$ cat src/rtl/cost_table_if.sv
// Load-stream bundle for the cost table: a 7-bit cost per beat with valid/ready flow control.
// The producer drives valid/data through master; the table drives ready through slave.
interface cost_table_if;
    logic       in_valid;
    logic [6:0] in_data;
    logic       in_ready;

    modport master (
        output in_valid,
        output in_data,
        input  in_ready
    );

    modport slave (
        input  in_valid,
        input  in_data,
        output in_ready
    );
endinterface

$ cat src/rtl/cost_table.sv
// 8x8 worker/job cost store, loaded row-major over a valid/ready stream, with a
// running sum of per-row minima used by the assignment engine as a lower bound.
module cost_table (
    input  logic         CLK,
    input  logic         RST,
    input  logic         Clear,
    cost_table_if.slave  ld,
    input  logic [2:0]   W,
    input  logic [2:0]   J,
    output logic [6:0]   Cost,
    output logic         Ready,
    output logic [9:0]   LowerBound
);

    typedef enum logic {
        ST_LOAD = 1'b0,
        ST_DONE = 1'b1
    } state_t;

    state_t     state_reg;
    logic [5:0] idx_reg;
    logic [6:0] rmin_reg;
    logic [9:0] acc_reg;
    logic       ready_reg;
    logic [6:0] mem_reg [64];

    logic       accept;
    logic [6:0] row_min_next;

    // Ready must not depend on in_valid, so it is purely state and Clear.
    assign ld.in_ready = (state_reg == ST_LOAD) && !Clear;
    assign accept      = ld.in_valid && ld.in_ready;

    always_comb begin
        row_min_next = rmin_reg;
        if (ld.in_data < rmin_reg) begin
            row_min_next = ld.in_data;
        end
    end

    always_ff @(posedge CLK) begin
        if (RST) begin
            state_reg <= ST_LOAD;
            idx_reg   <= 6'd0;
            rmin_reg  <= 7'd0;
            acc_reg   <= 10'd0;
            ready_reg <= 1'b0;
        end else if (Clear) begin
            state_reg <= ST_LOAD;
            idx_reg   <= 6'd0;
            rmin_reg  <= 7'd0;
            acc_reg   <= 10'd0;
            ready_reg <= 1'b0;
        end else if (accept) begin
            idx_reg <= idx_reg + 6'd1;
            // First beat of a row seeds the minimum; later beats fold into it.
            if (idx_reg[2:0] == 3'd0) begin
                rmin_reg <= ld.in_data;
            end else begin
                rmin_reg <= row_min_next;
            end
            if (idx_reg[2:0] == 3'd7) begin
                acc_reg <= acc_reg + {3'b000, row_min_next};
            end
            if (idx_reg == 6'd63) begin
                state_reg <= ST_DONE;
                ready_reg <= 1'b1;
            end
        end
    end

    // Clear leaves the table intact; only reset wipes it.
    always_ff @(posedge CLK) begin
        if (RST) begin
            for (int i = 0; i < 64; i++) begin
                mem_reg[i] <= 7'd0;
            end
        end else if (accept) begin
            mem_reg[idx_reg] <= ld.in_data;
        end
    end

    assign Cost       = mem_reg[{W, J}];
    assign Ready      = ready_reg;
    assign LowerBound = acc_reg;

endmodule

$ cat src/flat_wrapper.sv
// flat-port wrapper written by rule: the top's interface ports become plain ports
module cost_table_flat 
  (CLK, RST, Clear, W, J, Cost, Ready, LowerBound, ld_in_valid, ld_in_data, ld_in_ready);
  cost_table_if ld_i ();
  input  logic CLK;
  input  logic RST;
  input  logic Clear;
  input  logic [2:0] W;
  input  logic [2:0] J;
  output logic [6:0] Cost;
  output logic Ready;
  output logic [9:0] LowerBound;
  input wire logic [$bits(ld_i.in_valid)-1:0] ld_in_valid;
  input wire logic [$bits(ld_i.in_data)-1:0] ld_in_data;
  output wire logic [$bits(ld_i.in_ready)-1:0] ld_in_ready;
  assign ld_i.in_valid = ld_in_valid;
  assign ld_i.in_data = ld_in_data;
  assign ld_in_ready = ld_i.in_ready;
  cost_table u_core (.CLK(CLK), .RST(RST), .Clear(Clear), .ld(ld_i), .W(W), .J(J), .Cost(Cost), .Ready(Ready), .LowerBound(LowerBound));
endmodule
$ cat config.mk
export PLATFORM = sky130hd
export DESIGN_NAME = cost_table_flat
export DESIGN_NICKNAME = d
export VERILOG_FILES = /design/src/rtl/cost_table_if.sv /design/src/rtl/cost_table.sv /design/src/flat_wrapper.sv
export SDC_FILE = /design/constraint.sdc
export NUM_CORES = 1
export LEC_CHECK = 0
export ABC_AREA = 0
export CAP_MARGIN = 10
export CORE_MARGIN = 4
export CORE_UTILIZATION = 54
export CTS_BUF_LIST = sky130_fd_sc_hd__clkbuf_8
export DETAILED_ROUTE_END_ITERATION = 6
export GPL_TIMING_DRIVEN = 0
export PLACE_DENSITY = 0.73
export SYNTH_ARGS = -nofsm -noshare
export SYNTH_HDL_FRONTEND = slang
export SYNTH_SLANG_ARGS = --single-unit
$ cat constraint.sdc
create_clock -name CLK -period 7.25 [get_ports CLK]
set_clock_uncertainty 0.05 [all_clocks]
set_input_delay 1.0875 -clock CLK [delete_from_list [all_inputs] [get_ports CLK]]
set_output_delay 1.0875 -clock CLK [all_outputs]
set_load 0.01 [all_outputs]
==> results of run 1 <==
-- routing by layer --
metal | share of wire [%] | vias to the layer above
met1 | 36 | 6916
met3 | 12 | 208
met5 | 0.034 | -
met2 | 46 | 847
met4 | 5.9 | 4
li1 | - | 5970
-- how the worst max path moves through the flow --
stage | startpoint | cells after the start | slack (ns) | endpoint
6_report | J[1] | 9 | 1.33 | Cost[6]
2_1_floorplan | ld_in_data[4] | 14 | 3.27 | u_core.LowerBound[6]$_SDFFE_PP0P_
5_1_grt | J[1] | 9 | 1.42 | Cost[6]
3_5_place_dp | J[1] | 9 | 1.50 | Cost[6]
3_3_place_gp | J[1] | 9 | 1.51 | Cost[6]
4_1_cts | J[1] | 9 | 1.50 | Cost[6]
-- through the flow --
| step | instances | setup WS, ns | area (sq um) | hold slack, ns |
|---|---|---|---|---|
| after floorplan | 1574 | 3.273 | 22420 | 0.4138 |
| after global placement | 2138 | 1.512 | 23400 | 0.4169 |
| after detailed placement | 2138 | 1.498 | 23400 | 0.4253 |
| after CTS | 2270 | 1.504 | 24730 | 0.4412 |
| after global routing | 2270 | 1.417 | 24730 | 0.4653 |
| final | 2271 | 1.334 | 24740 | 0.4390 |
-- logic make-up (layout without fill, tap and decap cells) --
| logic type | Yosys count | in the layout | synth area share (%) |
|---|---|---|---|
| AND/OR/NAND/NOR | 709 | 709 | 18.36 |
| flip-flops | 472 | 472 | 62.16 |
| multiplexers | 154 | 154 | 13.21 |
| buffers and inverters | 126 | 290 | 2.417 |
| AO/OA/AOI/OAI | 88 | 88 | 2.556 |
| adder cells (fa/ha/maj) | 17 | 17 | 0.9824 |
| XOR/XNOR | 8 | 8 | 0.3126 |
| other | 0 | 1 | 0 |
-- synth_stat cells, types with 2 or more instances --
master,number
a31oi_1,5
nand2b_1,3
nand4_1,3
buf_2,10
buf_4,7
inv_1,16
xnor2_1,3
a22o_1,5
buf_1,4
or2_1,8
a32oi_1,2
nand2_1,38
xor2_1,5
nand3_1,16
nor3b_1,3
edfxtp_1,448
o21ai_1,3
o22ai_1,6
a21o_1,3
nor2b_1,14
a22oi_1,8
dfxtp_1,24
and3_1,2
mux2_2,5
o211ai_1,5
o21ai_0,14
a211oi_1,8
buf_6,4
a21oi_1,21
or3_1,3
nor3_1,28
mux4_2,113
ha_1,16
nor2_1,73
and2_1,450
nor4_1,2
mux2i_1,36
or2_2,61
clkbuf_1,85
-- cells in the final DEF, fill, tap and decap left out, types with 16 or more instances in the layout --
master	netlist	layout
a21oi_1	21	21
clkbuf_1	85	85
mux2i_1	36	36
mux4_2	113	113
ha_1	16	16
clkbuf_8	0	78
clkinv_1	0	17
nor3_1	28	28
or2_2	61	61
inv_1	16	41
nor2_1	73	73
and2_1	450	450
edfxtp_1	448	448
nand2_1	38	38
nand3_1	16	16
dfxtp_1	24	24
clkdlybuf4s50_1	0	32
-- where the power goes --
| part | leakage (uW) | internal, uW | total [uW] | switching (uW) |
|---|---|---|---|---|
| Combinational | 0.00346 | 182 | 496 | 314 |
| Sequential | 0.00456 | 3090 | 3130 | 35.4 |
| Clock | 0.000763 | 1030 | 2090 | 1050 |
| Total | 0.00878 | 4310 | 5710 | 1400 |
-- critical path: stages --
cell and delay (ns):
clkdlybuf4s50_1 0.51, buf_2 0.37, clkbuf_1 0.84, mux4_2 0.42, mux2i_1 0.35, o22ai_1 0.23
a211oi_1 0.27, nand2_1 0.16, clkdlybuf4s50_1 0.51
-- final cells by class --
type,count,share of cell area [%]
Clock buffer,78,4.340
Inverter,16,0.2428
Buffer,110,1.947
Multi-Input combinational cell,976,32.11
Tap cell,532,2.691
Sequential cell,472,56.33
Antenna cell,1,0.01012
Clock inverter,54,1.037
Timing Repair Buffer,32,1.295
==> results.py, run 1 <==
metrics = {
    "worst_setup_path": {
        "startpoint_type": "primary input",
        "cp.arrival_ns": 4.78,
        "worstSetupPathType": "primary input to primary output",
        "reg2reg_slack_ns": 3.44,
        "worstReg2RegEnd": "u_core.LowerBound[6]$_SDFFE_PP0P_",
        "cp_max_fo": 10,
        "ff2ff_path_depth": 15,
        "worstSetupEndpointType": "primary output",
        "timing.rr.start": "u_core.rmin_reg[2]$_SDFFE_PP0P_",
        "cp.required_ns": 6.11,
    },
    "floorplanning": {
        "fp.dieArea_sq_mm": 0.04484,
        "die_h_microns": 211.7,
        "boundaryPins": 36,
        "rows": 74,
        "die_width_microns": 211.7,
        "coreArea_sq_mm": 0.04092,
        "start_util_pct": 54.78,
    },
    "logic_synthesis": {
        "yosys.area.top_type": "edfxtp_1",
        "synth-seq-cells": 472,
        "synth_edf_count": 448,
        "syn_avg_cell_area_sq_um": 14.24,
        "syn_inst": 1574,
        "yosys-top-cells-area": "edfxtp_1 (60%), and2_1 (13%), mux4_2 (11%), dfxtp_1 (2.1%), or2_2 (1.7%)",
        "yosysSeqAreaShare_pct": 62.16,
        "synth.distinct_cells": 53,
        "synth_top_cell_area_share_pct": 60.01,
        "synth-main-ff-cell": "edfxtp_1",
        "synthArstFlopShare_pct": 0,
        "syn_nets": 1608,
        "ys_warn_count": 0,
        "syn_area_sq_mm": 0.02242,
    },
    "cells_and_area": {
        "area_delta_synth_final_pct": 10.34,
        "final_nets": 1718,
        "drive_gt1_share_pct": 16.86,
        "fillers": 3178,
        "final_util_pct": 60.44,
        "largest_reg_flops": 448,
        "regArea_sq_mm": 0.01393,
        "multiInputGateArea_sq_mm": 0.007941,
    },
    "sta": {
        "slew_headroom_pct": 22.60,
        "period_share_pct": 81.59,
        "setup_violations": 0,
        "hold_viol_final": 0,
        "rsz0062_at_grt": "no",
        "finalSetupTns_ns": 0,
        "period_needed_ns": 5.916,
        "finalMaxSlewViolations": 0,
        "worst_pin_slew_ns": 1.161,
        "fmax_mhz": 169.0,
    },
    "drt": {
        "wl_per_cell_microns": 28.14,
        "drt_pre_antenna_iters": 6,
        "wirelength_mm": 63.91,
        "drt-initial-drc-count": 1513,
        "drc_errors": 0,
        "dr_total_vias": 13950,
        "ant_nets": 0,
        "via_per_inst": 6.140,
    },
    "pwr": {
        "power_density_mw_per_mm2": 230.9,
        "vdd_drop_max_uv": 149.1,
        "power_uw": 5710,
        "p_leak_uw": 0.008783,
    },
    "status": {
        "status": "finished, final reports clean",
    },
    "worst_hold_path": {
        "hold_class": "register to register",
        "hold_depth": 2,
        "hold_start": "u_core.LowerBound[2]$_SDFFE_PP0P_",
        "hold_end": "u_core.LowerBound[2]$_SDFFE_PP0P_",
    },
    "clocking": {
        "numCtsBuffers": 76,
        "cts_tree": "done",
        "cts_root_buf": "clkbuf_8",
        "clkTransAtPathRegs_ns": 0.06,
        "clkSinkCount": 472,
        "cts_setup_buffers": 0,
        "cts_max_path_buffers": 3,
        "clk_latency_ns": 0.63,
        "holdBufCountCts": 0,
        "cts_max_level": 3,
        "cts-resized-gates": 0,
    },
    "grt": {
        "met2_usage_pct": 45.17,
        "antenna_found_initial": 2,
        "grt_pass1_wl_mm": 93.24,
        "grt_util_met3_pct": 8.536,
        "grt_max_degree": 11,
        "grt_usage_pct": 28.88,
        "use_met1_pct": 36.94,
        "first_global_vias": 14430,
        "grt_overflow": 0,
        "gr-max-usage-layer": "met2",
    },
    "job": {
        "drv_cap": 0,
    },
    "placement": {
        "place_congestion": 0.9615,
        "dp_hpwl_mm": 43.98,
        "io_buffers": 32,
    },
}
Note: power is estimated with default switching activity, not from simulation.
==> run 2: changes to the inputs <==
--- a/config.mk
+++ b/config.mk
@@ -12,7 +12,7 @@
 export CTS_BUF_LIST = sky130_fd_sc_hd__clkbuf_8
 export DETAILED_ROUTE_END_ITERATION = 6
 export GPL_TIMING_DRIVEN = 0
-export PLACE_DENSITY = 0.73
+export PLACE_DENSITY = 0.76
 export SYNTH_ARGS = -nofsm -noshare
 export SYNTH_HDL_FRONTEND = slang
 export SYNTH_SLANG_ARGS = --single-unit
==> constraint.sdc (replaced) <==
create_clock -name CLK -period 5.1 [get_ports CLK]
set_clock_uncertainty 0.05 [all_clocks]
set_input_delay 0.765 -clock CLK [delete_from_list [all_inputs] [get_ports CLK]]
set_output_delay 0.765 -clock CLK [all_outputs]
set_load 0.01 [all_outputs]
==> results.py, run 2 (same netlist as run 1, synthesis figures left out) <==
metrics = {
    "status": {
        "status": "finished, final reports clean",
    },
    "sta": {
        "period_share_pct": 97.87,
        "hold_ws_ns": 0.4498,
        "period_needed_ns": 4.992,
        "hold_viol_final": 0,
        "finalMaxSlewViolations": 0,
        "fmax_mhz": 200.3,
        "setup_violations": 0,
        "slew_headroom_pct": 22.17,
        "fin_ws_ns": 0.1085,
        "worst_pin_slew_ns": 1.167,
        "rsz0062_at_grt": "no",
    },
    "drt": {
        "via_per_inst": 6.191,
        "ant_nets": 0,
        "wirelength_mm": 62.97,
        "dr_total_vias": 14120,
        "drc_errors": 0,
        "drt-initial-drc-count": 2049,
        "wl_per_cell_microns": 27.62,
        "drt_pre_antenna_iters": 5,
    },
    "worst_hold_path": {
        "hold_class": "register to register",
        "hold_start": "u_core.LowerBound[3]$_SDFFE_PP0P_",
    },
    "floorplanning": {
        "die_h_microns": 211.7,
        "coreArea_sq_mm": 0.04092,
        "boundaryPins": 36,
        "fp.dieArea_sq_mm": 0.04484,
        "rows": 74,
        "start_util_pct": 54.78,
        "die_width_microns": 211.7,
    },
    "placement": {
        "place_congestion": 0.9566,
        "io_buffers": 32,
        "dp_hpwl_mm": 43.33,
        "dp_slack_ns": -0.09850,
    },
    "grt": {
        "grt_usage_pct": 28.36,
        "grt_overflow": 0,
        "grt_max_degree": 11,
        "grt_pass1_wl_mm": 91.95,
        "antenna_found_initial": 4,
        "first_global_vias": 14040,
    },
    "worst_setup_path": {
        "timing.rr.start": "u_core.rmin_reg[2]$_SDFFE_PP0P_",
        "cp_max_fo": 10,
        "startpoint_type": "primary input",
        "cp.arrival_ns": 4.18,
        "cp.required_ns": 4.28,
        "worstSetupEndpointType": "primary output",
        "worstSetupPathType": "primary input to primary output",
        "crit_start": "J[1]",
    },
    "cells_and_area": {
        "final_util_pct": 60.72,
        "final_nets": 1720,
        "mostFrequentLayoutCells": "and2_1 (450), edfxtp_1 (448), mux4_2 (113), clkbuf_8 (84), clkbuf_1 (83)",
        "largest_reg_flops": 448,
        "area_delta_synth_final_pct": 10.85,
        "drive_gt1_share_pct": 17.00,
        "final_common_cell": "and2_1",
    },
    "clocking": {
        "clkTransAtPathRegs_ns": 0.06,
        "cts_max_level": 3,
        "cts_setup_buffers": 0,
        "clk_latency_ns": 0.65,
        "numCtsBuffers": 78,
        "cts_root_buf": "clkbuf_8",
        "cts_tree": "done",
        "clkSinkCount": 472,
        "cts_max_path_buffers": 3,
    },
    "pwr": {
        "p_leak_uw": 0.008902,
        "power_uw": 8293,
        "power_density_mw_per_mm2": 333.7,
        "vdd_drop_max_uv": 156.6,
    },
    "job": {
        "drv_cap": 0,
    },
}
==> run 2: changes by cell type in the layout (fill, tap and decap cells not counted), moves of 3 or more <==
cell,delta
clkinvlp_4,-3
inv_1,+14
clkbuf_8,+6
clkinv_2,-3
clkinv_1,-7
==> run 2: what timing repair did <==
| item | 4_1_cts | 5_1_grt |
|---|---|---|
| hold buffers | 0 | 0 |
| endpoints found under the setup margin | 2 | 3 |
| gates resized for setup | 1 | 3 |
==> run 2: layout make-up <==
cell class	count	area, sq um
Clock buffer	84	1156
Antenna cell	1	2.502
Buffer	110	484.2
Clock inverter	57	284.0
Tap cell	532	665.6
Multi-Input combinational cell	976	7941
Sequential cell	472	13930
Timing Repair Buffer	32	320.3
Inverter	16	60.06
Fill cell	3147	16080
==> run 2: path summary, 6_finish.rpt <==
path	endpoint	slack (ns)	cells past startpoint
worst min register to register	u_core.LowerBound[3]$_SDFFE_PP0P_	0.45	2
worst min-delay path	u_core.LowerBound[3]$_SDFFE_PP0P_	0.45	2
worst max-delay path	Cost[0]	0.11	8
worst max register to register	u_core.LowerBound[8]$_SDFFE_PP0P_	1.25	16
==> run 2: critical path: stages <==
cell and delay, ns:
clkdlybuf4s50_1 0.57, clkbuf_1 0.80, mux4_2 0.44, a211oi_1 0.54, a21oi_1 0.13, a211oi_1 0.30, nand2_1 0.13, clkdlybuf4s50_1 0.49
==> run 2: routing by layer <==
layer  track usage, %  vias to the layer above  part of all wire, %
met3            8.047                      176                   11
met2            44.23                      882                   47
li1                 -                     5984                    -
met4            12.91                        6                  4.8
met5                0                        -                0.064
met1            37.46                     7067                   37
==> run 2: metrics by stage <==
| step | setup TNS [ns] | std cells | area [sq um] |
|---|---|---|---|
| 6_report | 0 | 2280 | 24850 |
| 3_3_place_gp | -0.0005200 | 2138 | 23400 |
| 2_1_floorplan | 0 | 1574 | 22420 |
| 4_1_cts | 0 | 2279 | 24840 |
| 3_5_place_dp | -0.1478 | 2138 | 23400 |
| 5_1_grt | 0 | 2280 | 24850 |
==> run 2: where the power goes <==
part	internal, uW	total (uW)	switching [uW]	leakage (uW)
registers	4400	4450	49.9	0.00456
clock network	1620	3150	1530	0.000877
logic	259	700	441	0.00347
total	6270	8290	2020	0.00890
